==> src/rtl/systolic_pkg.sv <==
// Shared types and constants for the systolic array sequencer.
// Holds the controller state enum and the pipeline latency derivation.
package systolic_pkg;

    localparam int DEF_DATA_WIDTH = 8;
    localparam int DEF_PE_ROW     = 16;
    localparam int DEF_PE_COL     = 16;

    // skew (rows-1) + array traversal (cols) + input and output buffer regs
    function automatic int calc_pipe_lat(input int rows, input int cols);
        return (rows - 1) + cols + 2;
    endfunction

    localparam int DEF_PIPE_LAT = calc_pipe_lat(DEF_PE_ROW, DEF_PE_COL);

    typedef enum logic [2:0] {
        IDLE,
        LOAD_W,
        SAVE,
        GAP,
        STREAM,
        DRAIN,
        DONE
    } ctrl_state_t;

endpackage

==> src/rtl/systolic_valid_delay.sv <==
// Window generator: a start pulse opens a valid window of i_len cycles
// beginning PIPE_LAT cycles after the pulse. o_last marks the final cycle.
module systolic_valid_delay
    import systolic_pkg::*;
#(
    parameter int PIPE_LAT = DEF_PIPE_LAT,
    parameter int LEN_W    = 10
) (
    input  logic             clk,
    input  logic             rstn,
    input  logic             i_start,
    input  logic [LEN_W-1:0] i_len,
    output logic             o_valid,
    output logic             o_last
);

    localparam int CW = LEN_W + 1;
    localparam logic [CW-1:0] C_ONE = CW'(1);
    localparam logic [CW-1:0] C_LAT = CW'(PIPE_LAT);

    logic          r_active;
    logic [CW-1:0] r_cnt;
    logic [CW-1:0] r_end;
    logic          w_last;

    assign w_last  = r_active && (r_cnt == r_end);
    assign o_valid = r_active && (r_cnt >= C_LAT);
    assign o_last  = w_last;

    // r_cnt is the offset from the start pulse; r_end is the last valid offset
    always_ff @(posedge clk or negedge rstn) begin
        if (!rstn) begin
            r_active <= 1'b0;
            r_cnt    <= '0;
            r_end    <= '0;
        end else if (i_start && (i_len != '0)) begin
            r_active <= 1'b1;
            r_cnt    <= C_ONE;
            r_end    <= C_LAT + {1'b0, i_len} - C_ONE;
        end else if (r_active) begin
            r_cnt <= r_cnt + C_ONE;
            if (w_last) begin
                r_active <= 1'b0;
            end
        end
    end

endmodule

==> src/rtl/systolic_ctrl.sv <==
// Weight/activation sequencer feeding the weight-stationary systolic array.
// Optional SYSTOLIC_CTRL_PERF_EN adds a busy-cycle counter port perf_cycles.
module systolic_ctrl
    import systolic_pkg::*;
#(
    parameter int DATA_WIDTH = DEF_DATA_WIDTH,
    parameter int PE_ROW     = DEF_PE_ROW,
    parameter int PE_COL     = DEF_PE_COL,
    parameter int ADDR_W     = 10,
    parameter int CNT_W      = 10,
    parameter int PIPE_LAT   = DEF_PIPE_LAT
) (
    input  logic                         clk,
    input  logic                         rstn,
    input  logic                         start,
    input  logic [ADDR_W-1:0]            w_base,
    input  logic [ADDR_W-1:0]            a_base,
    input  logic [CNT_W-1:0]             num_vec,
    output logic                         mem_rd_en,
    output logic [ADDR_W-1:0]            mem_rd_addr,
    input  logic [PE_COL*DATA_WIDTH-1:0] mem_rd_data,
    output logic [PE_COL*DATA_WIDTH-1:0] din,
    output logic                         load_weight,
    output logic                         save,
    output logic [PE_ROW-1:0]            enable,
    output logic                         out_valid,
    output logic                         busy,
`ifdef SYSTOLIC_CTRL_PERF_EN
    output logic [31:0]                  perf_cycles,
`endif
    output logic                         done
);

    localparam int CW = CNT_W + 1;
    localparam logic [CW-1:0] C_ONE    = CW'(1);
    localparam logic [CW-1:0] C_LAST_W = CW'(PE_ROW);

    ctrl_state_t       r_state;
    ctrl_state_t       w_state_nxt;
    logic [CW-1:0]     r_cnt;
    logic [CW-1:0]     w_cnt_nxt;
    logic [ADDR_W-1:0] r_w_base;
    logic [ADDR_W-1:0] r_a_base;
    logic [CNT_W-1:0]  r_num_vec;
    logic [CW-1:0]     w_nv_ext;
    logic [ADDR_W-1:0] w_wb;
    logic              w_accept;

    logic              r_rd_en;
    logic [ADDR_W-1:0] r_rd_addr;
    logic              r_din_sel;
    logic [PE_ROW-1:0] r_enable;
    logic              w_rd_en_nxt;
    logic [ADDR_W-1:0] w_rd_addr_nxt;
    logic              w_din_sel_nxt;
    logic [PE_ROW-1:0] w_enable_nxt;

    logic              w_vd_start;
    logic              w_vd_last;

    assign w_accept = (r_state == IDLE) && start;
    assign w_nv_ext = {1'b0, r_num_vec};
    assign w_wb     = (r_state == IDLE) ? w_base : r_w_base;

    assign load_weight = (r_state == LOAD_W) && (r_cnt != '0);
    assign save        = (r_state == SAVE);
    assign done        = (r_state == DONE);
    assign busy        = (r_state != IDLE);
    assign mem_rd_en   = r_rd_en;
    assign mem_rd_addr = r_rd_addr;
    assign enable      = r_enable;
    assign din         = r_din_sel ? mem_rd_data : '0;
    assign w_vd_start  = (r_state == STREAM) && (r_cnt == '0);

    // State and phase counter
    always_ff @(posedge clk or negedge rstn) begin
        if (!rstn) begin
            r_state <= IDLE;
            r_cnt   <= '0;
        end else begin
            r_state <= w_state_nxt;
            r_cnt   <= w_cnt_nxt;
        end
    end

    // Job parameters captured when a start is accepted
    always_ff @(posedge clk or negedge rstn) begin
        if (!rstn) begin
            r_w_base  <= '0;
            r_a_base  <= '0;
            r_num_vec <= '0;
        end else if (w_accept) begin
            r_w_base  <= w_base;
            r_a_base  <= a_base;
            r_num_vec <= num_vec;
        end
    end

    // Next state, next count, and next values of the registered outputs
    always_comb begin
        w_state_nxt   = r_state;
        w_rd_en_nxt   = 1'b0;
        w_rd_addr_nxt = '0;
        w_din_sel_nxt = 1'b0;
        w_enable_nxt  = '0;

        unique case (r_state)
            IDLE:   if (start) w_state_nxt = LOAD_W;
            LOAD_W: if (r_cnt == C_LAST_W) w_state_nxt = SAVE;
            SAVE:   w_state_nxt = (r_num_vec == '0) ? DONE : GAP;
            GAP:    w_state_nxt = STREAM;
            STREAM: if (r_cnt + C_ONE == w_nv_ext) w_state_nxt = DRAIN;
            DRAIN:  if (w_vd_last) w_state_nxt = DONE;
            DONE:   w_state_nxt = IDLE;
            default: w_state_nxt = IDLE;
        endcase

        if ((w_state_nxt == r_state) &&
            ((r_state == LOAD_W) || (r_state == STREAM))) begin
            w_cnt_nxt = r_cnt + C_ONE;
        end else begin
            w_cnt_nxt = '0;
        end

        unique case (w_state_nxt)
            LOAD_W: begin
                if (w_cnt_nxt < C_LAST_W) begin
                    w_rd_en_nxt   = 1'b1;
                    w_rd_addr_nxt = w_wb + ADDR_W'(w_cnt_nxt);
                end
                w_din_sel_nxt = (w_cnt_nxt != '0);
            end
            GAP: begin
                w_rd_en_nxt   = 1'b1;
                w_rd_addr_nxt = r_a_base;
            end
            STREAM: begin
                w_din_sel_nxt = 1'b1;
                if (w_cnt_nxt + C_ONE < w_nv_ext) begin
                    w_rd_en_nxt   = 1'b1;
                    w_rd_addr_nxt = r_a_base + ADDR_W'(w_cnt_nxt + C_ONE);
                end
                if (r_state == STREAM) begin
                    w_enable_nxt = {r_enable[PE_ROW-2:0], 1'b1};
                end
            end
            DRAIN: begin
                w_enable_nxt = {r_enable[PE_ROW-2:0], 1'b1};
            end
            default: begin
                w_enable_nxt = '0;
            end
        endcase
    end

    // Registered array-side and buffer-side outputs
    always_ff @(posedge clk or negedge rstn) begin
        if (!rstn) begin
            r_rd_en   <= 1'b0;
            r_rd_addr <= '0;
            r_din_sel <= 1'b0;
            r_enable  <= '0;
        end else begin
            r_rd_en   <= w_rd_en_nxt;
            r_rd_addr <= w_rd_addr_nxt;
            r_din_sel <= w_din_sel_nxt;
            r_enable  <= w_enable_nxt;
        end
    end

    systolic_valid_delay #(
        .PIPE_LAT (PIPE_LAT),
        .LEN_W    (CNT_W)
    ) u_valid_delay (
        .clk     (clk),
        .rstn    (rstn),
        .i_start (w_vd_start),
        .i_len   (r_num_vec),
        .o_valid (out_valid),
        .o_last  (w_vd_last)
    );

`ifdef SYSTOLIC_CTRL_PERF_EN
    logic [31:0] r_perf;

    // Busy-cycle count for the current job, saturating
    always_ff @(posedge clk or negedge rstn) begin
        if (!rstn) begin
            r_perf <= '0;
        end else if (w_accept) begin
            r_perf <= '0;
        end else if (busy && (r_perf != 32'hFFFF_FFFF)) begin
            r_perf <= r_perf + 32'd1;
        end
    end

    assign perf_cycles = r_perf;
`endif

endmodule

==> config.mk <==
export PLATFORM = sky130hd
export DESIGN_NAME = systolic_ctrl
export DESIGN_NICKNAME = d
export VERILOG_FILES = /design/src/rtl/systolic_pkg.sv /design/src/rtl/systolic_valid_delay.sv /design/src/rtl/systolic_ctrl.sv
export SDC_FILE = /design/constraint.sdc
export NUM_CORES = 1
export LEC_CHECK = 0
export ABC_AREA = 1
export BUFFER_PORTS_ARGS = -buffer_cell sky130_fd_sc_hd__buf_2
export CAP_MARGIN = 20
export CORE_MARGIN = 8
export CORE_UTILIZATION = 52
export CTS_CLUSTER_SIZE = 8
export DETAILED_ROUTE_END_ITERATION = 8
export MAX_ROUTING_LAYER = met4
export PLACE_DENSITY = 0.86
export SETUP_SLACK_MARGIN = 0.05
export SLEW_MARGIN = 20
export SYNTH_ARGS = -nofsm -noshare
export SYNTH_HDL_FRONTEND = slang
export SYNTH_SLANG_ARGS = --single-unit
==> constraint.sdc <==
create_clock -name clk -period 7.4 [get_ports clk]
set_input_delay 0.74 -clock clk [delete_from_list [all_inputs] [get_ports clk]]
set_output_delay 0.74 -clock clk [all_outputs]
set_load 0.01 [all_outputs]
# Word level (Yosys, flattened, before mapping)
# Index checks and enable logic that the tools add are counted.
[classes]
add_sub_neg = 7
multipliers = 0
n_div = 0
order_cmp = 3
eq_ne = 14
shifts = 0
mux = 23
n_bitwise = 0
n_reduce_logical = 16
[op_table]
columns = ["operator", "n"]
rows = [
  ["two-way mux 128 bit", 1],
  ["adder 11 x 1 -> 11 bit, second input constant", 3],
  ["two-way mux 11 bit", 3],
  ["one-hot mux 16 bit (2 select lines)", 1],
  ["two-way mux 10 bit", 3],
  ["one-hot mux 10 bit (3 select lines)", 1],
  ["nonzero test 11 bit", 2],
  ["adder 10 bit", 2],
  ["one-hot mux 3 bit (6 select lines)", 1],
  ["two-way mux 16 bit", 1],
  ["== test 3 bit, second input constant", 5],
  ["two-way mux 3 bit", 5],
  ["adder 6 x 10 -> 11 bit, first input constant", 1],
  ["== test 11 x 10 -> 1 bit", 1],
  ["== test 11 bit", 1],
  ["== test 11 x 5 -> 1 bit, second input constant", 1],
  ["greater-or-equal comparator 11 x 6 -> 1 bit, second input constant", 1],
  ["zero test 11 bit", 1],
  ["less-than comparator 11 x 10 -> 1 bit", 1],
  ["less-than comparator 11 x 5 -> 1 bit, second input constant", 1],
  ["subtractor 11 x 1 -> 11 bit, second input constant", 1],
  ["zero test 10 bit", 1],
  ["nonzero test 10 bit", 1],
  ["== test 3 x 2 -> 1 bit, second input constant", 3],
  ["other kinds (10)", 21],
]
[word_totals]
ff_bits = 95
latch_bits = 0
ram_bits = 0
mem_bits_ro = 0
inputBits = 161
elab_cells = 75
mem_count = 0

# Logic depth before layout (Yosys ltp)
# Gate-level depths: netlist of the first run.
[logic_depth]
word_depth = 11
depth_mapped = 37

# Cells and area by module
# From an unflattened synthesis of the first run, not the netlist that was laid out.
[hier_totals]
hier_cells = 1086
area_unflattened_um2 = 7144.4
[modules_own_cells]
columns = ["module", "instances", "cells_per_inst", "area_each_um2", "seq_area_each_um2"]
rows = [
  ["systolic_ctrl", 1, 903, 5815.6, 1801.7],
  ["systolic_valid_delay", 1, 183, 1328.8, 575.6],
]

# Worst setup path before layout of the first run
# Ideal clock, no wire load.
[synth_timing]
path_kind = "reg-to-reg"
from = "reg r_cnt[0]"
to = "reg r_rd_addr[9] (netlist: mem_rd_addr[9])"
setup_ns = 0.117
arrival_ns = 3.986
path_slack_ns = 3.297
path_stages_with_launch = 36
path_buffers = 1
path_cell_list = "dfrtp_1 > ha_1 > nand3_2 > nor2_1 > nand2_1 > nand2_1 > nand2_1 > nand2_1 > nand3_1 > nor2_1 > nand2_1 > nand2_2 > nand2_4 > nand2_4 > buf_12 > nor2_1 > ha_1 > inv_1 > xor2_1 > inv_1 > ha_1 > a21oi_1 > nand2_1 > a21oi_1 > nor2_1 > nor2_1 > o21ai_0 > nand2_1 > nand2_1 > a21oi_1 > xor2_1 > nand3_1 > nand2_1 > inv_1 > nand3_1 > nand2_1"
[synth_via]
elab_chain_len = 11
[synth_lines]
columns = ["element", "line", "rtl"]
rows = [
  ["start: declaration", "systolic_ctrl.sv:40", "logic [CW-1:0] r_cnt;"],
  ["start signal: assignment", "systolic_ctrl.sv:82", "r_cnt <= w_cnt_nxt;"],
  ["adder 11 x 1 -> 11 bit", "systolic_ctrl.sv:112", "STREAM: if (r_cnt + C_ONE == w_nv_ext) w_state_nxt = DRAIN;"],
  ["== test 11 x 10 -> 1 bit", "systolic_ctrl.sv:112", ""],
  ["two-way mux 3 bit", "systolic_ctrl.sv:112", ""],
  ["one-hot mux 3 bit (6 select lines) (*)", "systolic_ctrl.sv:107", "unique case (r_state)"],
  ["net w_state_nxt[0]", "systolic_ctrl.sv:39", "ctrl_state_t w_state_nxt;"],
  ["== test 3 bit (*)", "systolic_ctrl.sv:118", "if ((w_state_nxt == r_state) &&"],
  ["logical AND 1 bit (*)", "systolic_ctrl.sv:118", ""],
  ["two-way mux 11 bit (*)", "systolic_ctrl.sv:118", ""],
  ["net w_cnt_nxt[0]", "systolic_ctrl.sv:41", "logic [CW-1:0] w_cnt_nxt;"],
  ["adder 11 x 1 -> 11 bit", "systolic_ctrl.sv:141", "w_rd_addr_nxt = r_a_base + ADDR_W'(w_cnt_nxt + C_ONE);"],
  ["adder 10 bit or less-than comparator 11 x 10 -> 1 bit (tied branches)", "systolic_ctrl.sv:141, systolic_ctrl.sv:139", ""],
  ["two-way mux 10 bit", "systolic_ctrl.sv:139", "if (w_cnt_nxt + C_ONE < w_nv_ext) begin"],
  ["one-hot mux 10 bit (3 select lines) (*)", "systolic_ctrl.sv:125", "unique case (w_state_nxt)"],
  ["net w_rd_addr_nxt[9]", "systolic_ctrl.sv:54", "logic [ADDR_W-1:0] w_rd_addr_nxt;"],
  ["end signal: assignment", "systolic_ctrl.sv:165", "r_rd_addr <= w_rd_addr_nxt;"],
  ["end: declaration", "systolic_ctrl.sv:50", "logic [ADDR_W-1:0] r_rd_addr;"],
]
# The timed path passes the listed nets; every way through them passes the cells marked *.
# A chain may end at the register's enable or synchronous reset.

# Final worst setup path of the first run
# Same ends and word-level chain as after synthesis.

==> results of run 1 <==
==> where the power goes <==
| group | internal (mW) | switching [mW] | leakage [nW] | total [mW] |
|---|---|---|---|---|
| clock | 0.296 | 0.208 | 0.157 | 0.503 |
| combinational | 0.0669 | 0.0914 | 4.48 | 0.158 |
| sequential | 0.519 | 0 | 1.07 | 0.519 |
==> path summary, 6_finish.rpt <==
path                                            end  slack [ns]
setup / recovery           mem_rd_addr[9]$_DFF_PN0_        2.50
hold / removal              r_w_base[5]$_DFFE_PN0P_        0.29
setup reg to reg           mem_rd_addr[9]$_DFF_PN0_        2.50
hold reg to reg                enable[11]$_DFF_PN0_        0.48
max in group asynchronous       r_din_sel$_DFF_PN0_        5.84
min in group clk               enable[11]$_DFF_PN0_        0.48
==> layer usage <==
layer / track usage, % / wire (µm) / vias up
li1: - / - / 3752
met1: 38.1 / 11300 / 3506
met2: 52.1 / 13700 / 402
met3: 13.5 / 3420 / 48
met4: 13.2 / 843 / 0
met5: - / 0 / -
==> layout make-up <==
type,count,area share [%]
Antenna cell,11,0.304
Clock buffer,10,2.53
Clock inverter,6,0.926
Inverter,231,9.58
Multi-Input combinational cell,673,40.0
Sequential cell,95,26.3
Tap cell,176,2.43
Timing Repair Buffer,323,18.0
==> synth_stat cells (all sizes together) (5+ instances only) <==
library cell	n	area, µm²
xor2	23	201
nor3	14	75.1
buf	8	65.1
o21a	15	113
inv	229	860
xnor2	13	114
o21ai	43	219
ha	34	425
nand4	13	81.3
nand2	314	1210
dfrtp	95	2380
a21oi	38	190
or2	7	43.8
nand3	52	285
clkbuf	24	90.1
nor2	72	348
nand3b	5	37.5
mux2	9	101
==> cell families (layout without fill, tap and decap cells) <==
kind of cell,Yosys count,in the layout,share of synthesized area [%]
simple gates,483,483,30.2
buf+inv,263,570,14.6
compound gates,109,109,8.81
flops,95,95,33.9
fa+ha+maj,36,36,6.63
xor+xnor,36,36,4.49
mux,9,9,1.44
other cells,0,11,0
==> sequential cells by signal, indices dropped and copies added (netlist names) <==
register and cells:
enable 16, r_cnt 11, u_valid_delay.r_cnt 11, u_valid_delay.r_end 11
mem_rd_addr 10, r_a_base 10, r_num_vec 10, r_w_base 10
r_state 3, mem_rd_en 1, r_din_sel 1, u_valid_delay.r_active 1
==> cells in the final DEF (no fill, tap or decap), types with 4 or more instances in the layout <==
master and n:
buf_4 4, inv_1 218, a31oi_1 4, a21oi_1 38
or2_2 5, ha_1 34, o21a_1 15, nand3_2 5
xnor2_1 13, dfrtp_1 94, nand3_1 47, o21ai_0 40
nor3_1 13, clkbuf_16 9, xor2_1 23, mux2_2 9
buf_2 319, diode_2 11, nor2_4 4, nand2_1 305
nand2_2 7, nor2_1 60, nor2_2 6, inv_2 11
nand3b_1 5, nand4_1 13
==> worst max-delay path: cells and delay by family, from the launching register on <==
kind	cells	cell delay, ns
AO/OA/AOI/OAI	4	0.61
XOR/XNOR	2	0.37
adder cells (fa/ha/maj)	3	0.85
buffers and inverters	3	0.21
flip-flops	1	0.44
AND/OR/NAND/NOR	22	2.28
==> results by group, run 1 <==
Clock tree
  – Clock Path Buffers: 2
  – CTS root buffer: clkbuf_16
  – Clock latency on the worst-skew pair: 0.36 ns
  – CTS clk-pin slew, worst paths: approximately 0.060 ns
  – Cts-stage hold buffer count: 0
  – CTS Buf Count: 9
  – Post-CTS setup buffers: 0
  – Cts repair resizes: 0
  – Total clock sinks: 95
  – H-tree depth: 3
  – CTS tree: yes

Hold path
  – Hold crit path type: in2async

STA
  – Final setup fails: 0
  – Final worst path period share: 66.2%
  – Fin crit period: between 4 and 5 ns
  – Max Fclk: between 200 and 250 MHz
  – RSZ-0062 raised after global routing: no
  – Setup TNS: 0 ns
  – Setup WS post-layout: 2.50 ns
  – Final hold vios: 0
  – Worst hold margin: 0.285 ns
  – Slew @ Worst Pin: 1.08 ns
  – Skew final: 0.00673 ns
  – Rel. slew slack: between 20% and 30%
  – Final Slew Violations: 0

Global route
  – Grt total ovfl: 0
  – Largest net degree at the start of global routing: 69
  – Vias in the first global route: ~7,500
  – Initial antenna violation count: 11
  – GRT Util Overall: 33.6%
  – First-pass GRT wire length: 43.5 mm

Floorplanning
  – Die width: 132 µm
  – Num rows: 42
  – IO Pins: 321
  – Initial Util: about 53%
  – Die area: 17,500 µm²
  – Core ar.: 13,200 µm²
  – Die height: 132 µm

Synth
  – Ys async rst share: 100%
  – #FFs+latches synth: 95
  – Sequential share of the synthesized area: between 30 and 40%
  – Cells after Synth: roughly 1,000
  – Post-synthesis area per instance: ~6.8 µm²
  – Post-Synthesis Cell Area: 7020 µm²
  – Ys Warns: 0
  – Yosys cell types: 44
  – Ys flop type: dfrtp_1
  – Number of synthesized flops with an enable pin: 0
  – Syn Nets: roughly 1,200

Finish
  – Design area: 9050 µm²
  – Area delta synth->final: 29.0%
  – Fillers: 1,186
  – Final Util: 68.6%
  – Multi-input logic area: between 3000 and 4000 µm²
  – Layout cells sized above 1: 29.4%
  – Sequential Area: 2380 µm²
  – Final Non-Filler Cells: 1,525
  – Fin nets: 1,530

Critical path
  – Top fanout value on the critical path: 11
  – CP Class: reg2reg
  – Critical Path RT: roughly 7.7 ns
  – R2r worst-path depth: 34
  – Launch point of the worst reg-to-reg path: r_cnt[0]$_DFF_PN0_
  – CP Capture Type: flop
  – Most numerous cell on the critical path: nand2_1
  – Arr. time, crit path: 5.15 ns
  – Largest stage delay on the critical path: 0.44 ns
  – Worst Setup Start Kind: flop
  – Crit path from: r_cnt[0]$_DFF_PN0_
  – Slowest CP cell: dfrtp_1

Power and ir drop
  – LEAKAGE: 5.70 nW
  – Max VDD drop: 96.4 µV
  – Power Dens Cells: 130 nW/µm²
  – Pwr Total: 1.18 mW

Placement
  – PortBufs: 320
  – Post-DP HPWL: 24.8 mm
  – Post-DP Area: 8710 µm²
  – RePlAce Congestion: 0.985
  – Post-Place Worst Slack: 2.59 ns
  – Placed cells: about 1,500

Route
  – Routed vias/inst: 5.05
  – DRT iter0 DRCs: 578
  – Via count: 7,708
  – Antenna-violating nets left: 0
  – Wirelength per Cell: 19.2 µm
  – # DRC: 0
  – DRT Pass-1 Iters: 5
  – Final wirelength: 29.2 mm

Flow run
  – Max-Cap Viols: 0

Status
  – Status: completed
Power figures use the tool's default switching activity.
==> inputs of run 2 (changes only) <==
--- a/config.mk
+++ b/config.mk
@@ -5,15 +5,15 @@
 export SDC_FILE = /design/constraint.sdc
 export NUM_CORES = 1
 export LEC_CHECK = 0
-export ABC_AREA = 1
+export ABC_AREA = 0
 export BUFFER_PORTS_ARGS = -buffer_cell sky130_fd_sc_hd__buf_2
 export CAP_MARGIN = 20
 export CORE_MARGIN = 8
-export CORE_UTILIZATION = 52
+export CORE_UTILIZATION = 43
 export CTS_CLUSTER_SIZE = 8
 export DETAILED_ROUTE_END_ITERATION = 8
 export MAX_ROUTING_LAYER = met4
-export PLACE_DENSITY = 0.86
+export PLACE_DENSITY = 0.77
 export SETUP_SLACK_MARGIN = 0.05
 export SLEW_MARGIN = 20
 export SYNTH_ARGS = -nofsm -noshare
==> constraint.sdc (replaced) <==
create_clock -name clk -period 4.1 [get_ports clk]
set_input_delay 0.41 -clock clk [delete_from_list [all_inputs] [get_ports clk]]
set_output_delay 0.41 -clock clk [all_outputs]
set_load 0.01 [all_outputs]
==> results by group, run 2 <==
Hold path
  – Hold crit path type: in2async (unchanged)

Critical path
  – CP top delay family: simple AND/OR/NAND/NOR gates (unchanged)
  – Critical Path RT: 4.39 ns (was 7.65 ns)
  – CP Capture Type: flop (unchanged)
  – Crit-path cells: buf_12 -> clkinv_8 -> ha_4 -> xor2_1 -> a311o_1 -> or4_4 -> a2111oi_4 -> nand4_1 -> nand2_2 -> nor2_1 -> inv_1 -> ha_1 -> buf_4 -> ha_1 -> or4b_4 -> or4_4 -> o21ai_4 -> a31oi_1 -> a311oi_1 -> a211o_1
  – Worst Setup Start Kind: flop (unchanged)
  – Slowest CP cell: or4b_4 (was dfrtp_1)
  – CP Class: reg2reg (unchanged)
  – Top fanout value on the critical path: 4 (was 11)
  – Arr. time, crit path: 5.04 ns (was 5.15 ns)
  – Largest stage delay on the critical path: 0.47 ns (was 0.44 ns)
  – Buf/Inv on CP: 4 (was 3)

STA
  – Final worst path period share: 116% (was 66.2%)
  – Skew final: 0.00879 ns (was 0.00673 ns)
  – Final hold vios: 0 (unchanged)
  – Final setup fails: 11 (was 0)
  – Final Slew Violations: 0 (unchanged)
  – Fin crit period: 4.75 ns (was 4.90 ns)
  – Rel. slew slack: 22.4% (was 27.6%)
  – Slew @ Worst Pin: 1.16 ns (was 1.08 ns)
  – Max Fclk: 210 MHz (was 204 MHz)
  – Worst hold margin: 0.129 ns (was 0.285 ns)
  – RSZ-0062 raised after global routing: yes (was no)
  – Setup WS post-layout: -0.651 ns (was 2.50 ns)

Synth
  – Ys Warns: 0 (unchanged)
  – Yosys top cell area share: 36.1% (was 33.9%)
  – Ys async rst share: 100% (unchanged)
  – Top cells by instance count after synthesis: and2_1, dfrtp_1, nor2_1 (was nand2_1, inv_1, dfrtp_1)
  – Post-synthesis area per instance: 9.03 µm² (was 6.81 µm²)
  – Post-Synthesis Cell Area: 6590 µm² (was 7020 µm²)
  – Top post-synthesis cells by area: dfrtp_1, and2_1, ha_1 (was dfrtp_1, nand2_1, inv_1)
  – Ys flop type: dfrtp_1 (unchanged)
  – Largest area contributor in the netlist: dfrtp_1 (unchanged)
  – Syn Nets: 926 (was 1,228)
  – Number of synthesized flops with an enable pin: 0 (unchanged)
  – Yosys cell types: 63 (was 44)
  – Top-count cell post-synth: and2_1 (was nand2_1)
  – #FFs+latches synth: 95 (unchanged)
  – Sequential share of the synthesized area: 36.1% (was 33.9%)
  – Cells after Synth: 729 (was 1,031)

Global route
  – Vias in the first global route: 6,935 (was 7,513)
  – GRT Util Overall: 33.7% (was 33.6%)
  – Largest net degree at the start of global routing: 82 (was 69)
  – First-pass GRT wire length: 46.9 mm (was 43.5 mm)
  – Grt total ovfl: 0 (unchanged)
  – Initial antenna violation count: 15 (was 11)

Clock tree
  – Cts-stage hold buffer count: 0 (unchanged)
  – CTS tree: yes (unchanged)
  – Total clock sinks: 95 (unchanged)
  – Clock Path Buffers: 2 (unchanged)
  – Clock latency on the worst-skew pair: 0.36 ns (about the same)
  – CTS clk-pin slew, worst paths: 0.07 ns (was 0.06 ns)
  – CTS Buf Count: 9 (unchanged)
  – H-tree depth: 3 (unchanged)
  – CTS root buffer: clkbuf_16 (unchanged)

Power and ir drop
  – LEAKAGE: 4.92 nW (was 5.70 nW)
  – Power Dens Cells: 230 nW/µm² (was 130 nW/µm²)
  – Pwr Total: 2.19 mW (was 1.18 mW)
  – Max VDD drop: 179 µV (was 96.4 µV)

Status
  – Failing checks: setup timing
  – Status: finished, violations left (was completed)

Floorplanning
  – Initial Util: 43.6% (was 53.2%)
  – Die width: 140 µm (was 132 µm)
  – Num rows: 45 (was 42)
  – IO Pins: 321 (unchanged)
  – Die area: 19,500 µm² (was 17,500 µm²)
  – Die height: 140 µm (was 132 µm)
  – Core ar.: 15,100 µm² (was 13,200 µm²)

Placement
  – PortBufs: 320 (unchanged)
  – Post-DP HPWL: 28.7 mm (was 24.8 mm)
  – RePlAce Congestion: 1.04 (was 0.985)

Route
  – # DRC: 0 (unchanged)
  – DRT iter0 DRCs: 528 (was 578)
  – Final wirelength: 33.1 mm (was 29.2 mm)
  – Wirelength per Cell: 25.1 µm (was 19.2 µm)
  – Antenna-violating nets left: 0 (unchanged)
  – Routed vias/inst: 5.33 (was 5.05)
  – DRT Pass-1 Iters: 5 (unchanged)
  – Via count: 7,035 (was 7,708)

Finish
  – Area delta synth->final: 44.8% (was 29.0%)
  – Fin nets: 1,313 (was 1,530)
  – Most common cell after layout, fill and taps aside: buf_2 (unchanged)
  – Final Util: 63.2% (was 68.6%)
  – Most frequent cells in the layout: buf_2, and2_1, dfrtp_1 (was buf_2, nand2_1, inv_1)
  – Largest register FFs: 16 (unchanged)
  – Layout cells sized above 1: 44.2% (was 29.4%)

Flow run
  – Max-Cap Viols: 0 (unchanged)
## run 2: changes by cell type after synthesis, sizes merged, moves of 12 or more
cell | before | now
inv | 229 | 28
nand3 | 52 | 23
nand2 | 314 | 43
and2 | 0 | 149
a21oi | 38 | 21
o21a | 15 | 3
o21ai | 43 | 29
mux2 | 9 | 29
nor2 | 72 | 48
xnor2 | 13 | 39
## run 2: worst paths after layout
check | startpoint | to | slack [ns] | cells past startpoint
worst min-delay path | rstn | r_w_base[7]$_DFFE_PN0P_ | 0.13 | 1
worst max-delay path | r_cnt[0]$_DFF_PN0_ | mem_rd_addr[9]$_DFF_PN0_ | -0.65 | 20
max in group asynchronous | rstn | r_cnt[0]$_DFF_PN0_ | 2.97 | 2
worst min register to register | enable[10]$_DFF_PN0_ | enable[11]$_DFF_PN0_ | 0.47 | 1
min in group clk | num_vec[7] | r_num_vec[7]$_DFFE_PN0P_ | 0.25 | 3
worst max register to register | r_cnt[0]$_DFF_PN0_ | mem_rd_addr[9]$_DFF_PN0_ | -0.65 | 20
## run 2: layout make-up
type	instances	area [µm²]
Timing Repair Buffer	414	2340
Antenna cell	11	27.5
Inverter	28	120
Sequential cell	95	2380
Clock inverter	5	86.3
Multi-Input combinational cell	568	4100
Fill cell	1299	5550
Tap cell	188	235
Clock buffer	11	253
## run 2: timing repair
action	in CTS	in global routing
endpoints found under the hold margin	0	0
gates cloned	0	0
pin swaps	9	3
buffers inserted	2	2
setup endpoints to repair	11	11
gates resized for setup	11	6
## run 2: power breakdown
part / internal (mW) / total (mW) / switching (mW)
Clock: 0.574 / 0.967 / 0.393
Sequential: 0.936 / 0.936 / 0
Combinational: 0.130 / 0.290 / 0.160
Total: 1.64 / 2.19 / 0.553
## run 2: cells by family after synthesis
family | Yosys count | share of synthesized area, %
buf+inv | 66 | 3.88
compound gates | 106 | 11.2
mux | 30 | 5.11
flops | 95 | 36.1
xor+xnor | 61 | 8.23
fa+ha+maj | 36 | 7.07
simple gates | 335 | 28.5
## run 2: worst register-to-register path: stages, from the launching register on
cell and delay, ns:
dfrtp_2 0.44, buf_12 0.14, clkinv_8 0.04, ha_4 0.23, xor2_1 0.15, a311o_1 0.27
or4_4 0.43, a2111oi_4 0.22, nand4_1 0.21, nand2_2 0.13, nor2_1 0.10, inv_1 0.07
ha_1 0.24, buf_4 0.16, ha_1 0.20, or4b_4 0.47, or4_4 0.45, o21ai_4 0.16
a31oi_1 0.10, a311oi_1 0.31, a211o_1 0.15
## run 2: stage by stage
stage | TNS (ns) | std cells | cell area (µm²) | setup slack, ns
2_1_floorplan | -2.56 | 729 | 6680 | -0.416
3_3_place_gp | -4.90 | 1289 | 9060 | -0.476
3_5_place_dp | -6.41 | 1289 | 9060 | -0.627
4_1_cts | -5.55 | 1307 | 9470 | -0.557
5_1_grt | -7.90 | 1320 | 9540 | -0.812
6_report | -6.02 | 1320 | 9540 | -0.651
## run 2: per-layer routing
metal	vias up	GRT usage (%)	routed length, µm
met5	-	-	0
met4	0	6.34	371
met3	26	15.2	3950
met2	339	52.6	15300
met1	3382	39.7	13500
li1	3288	-	-
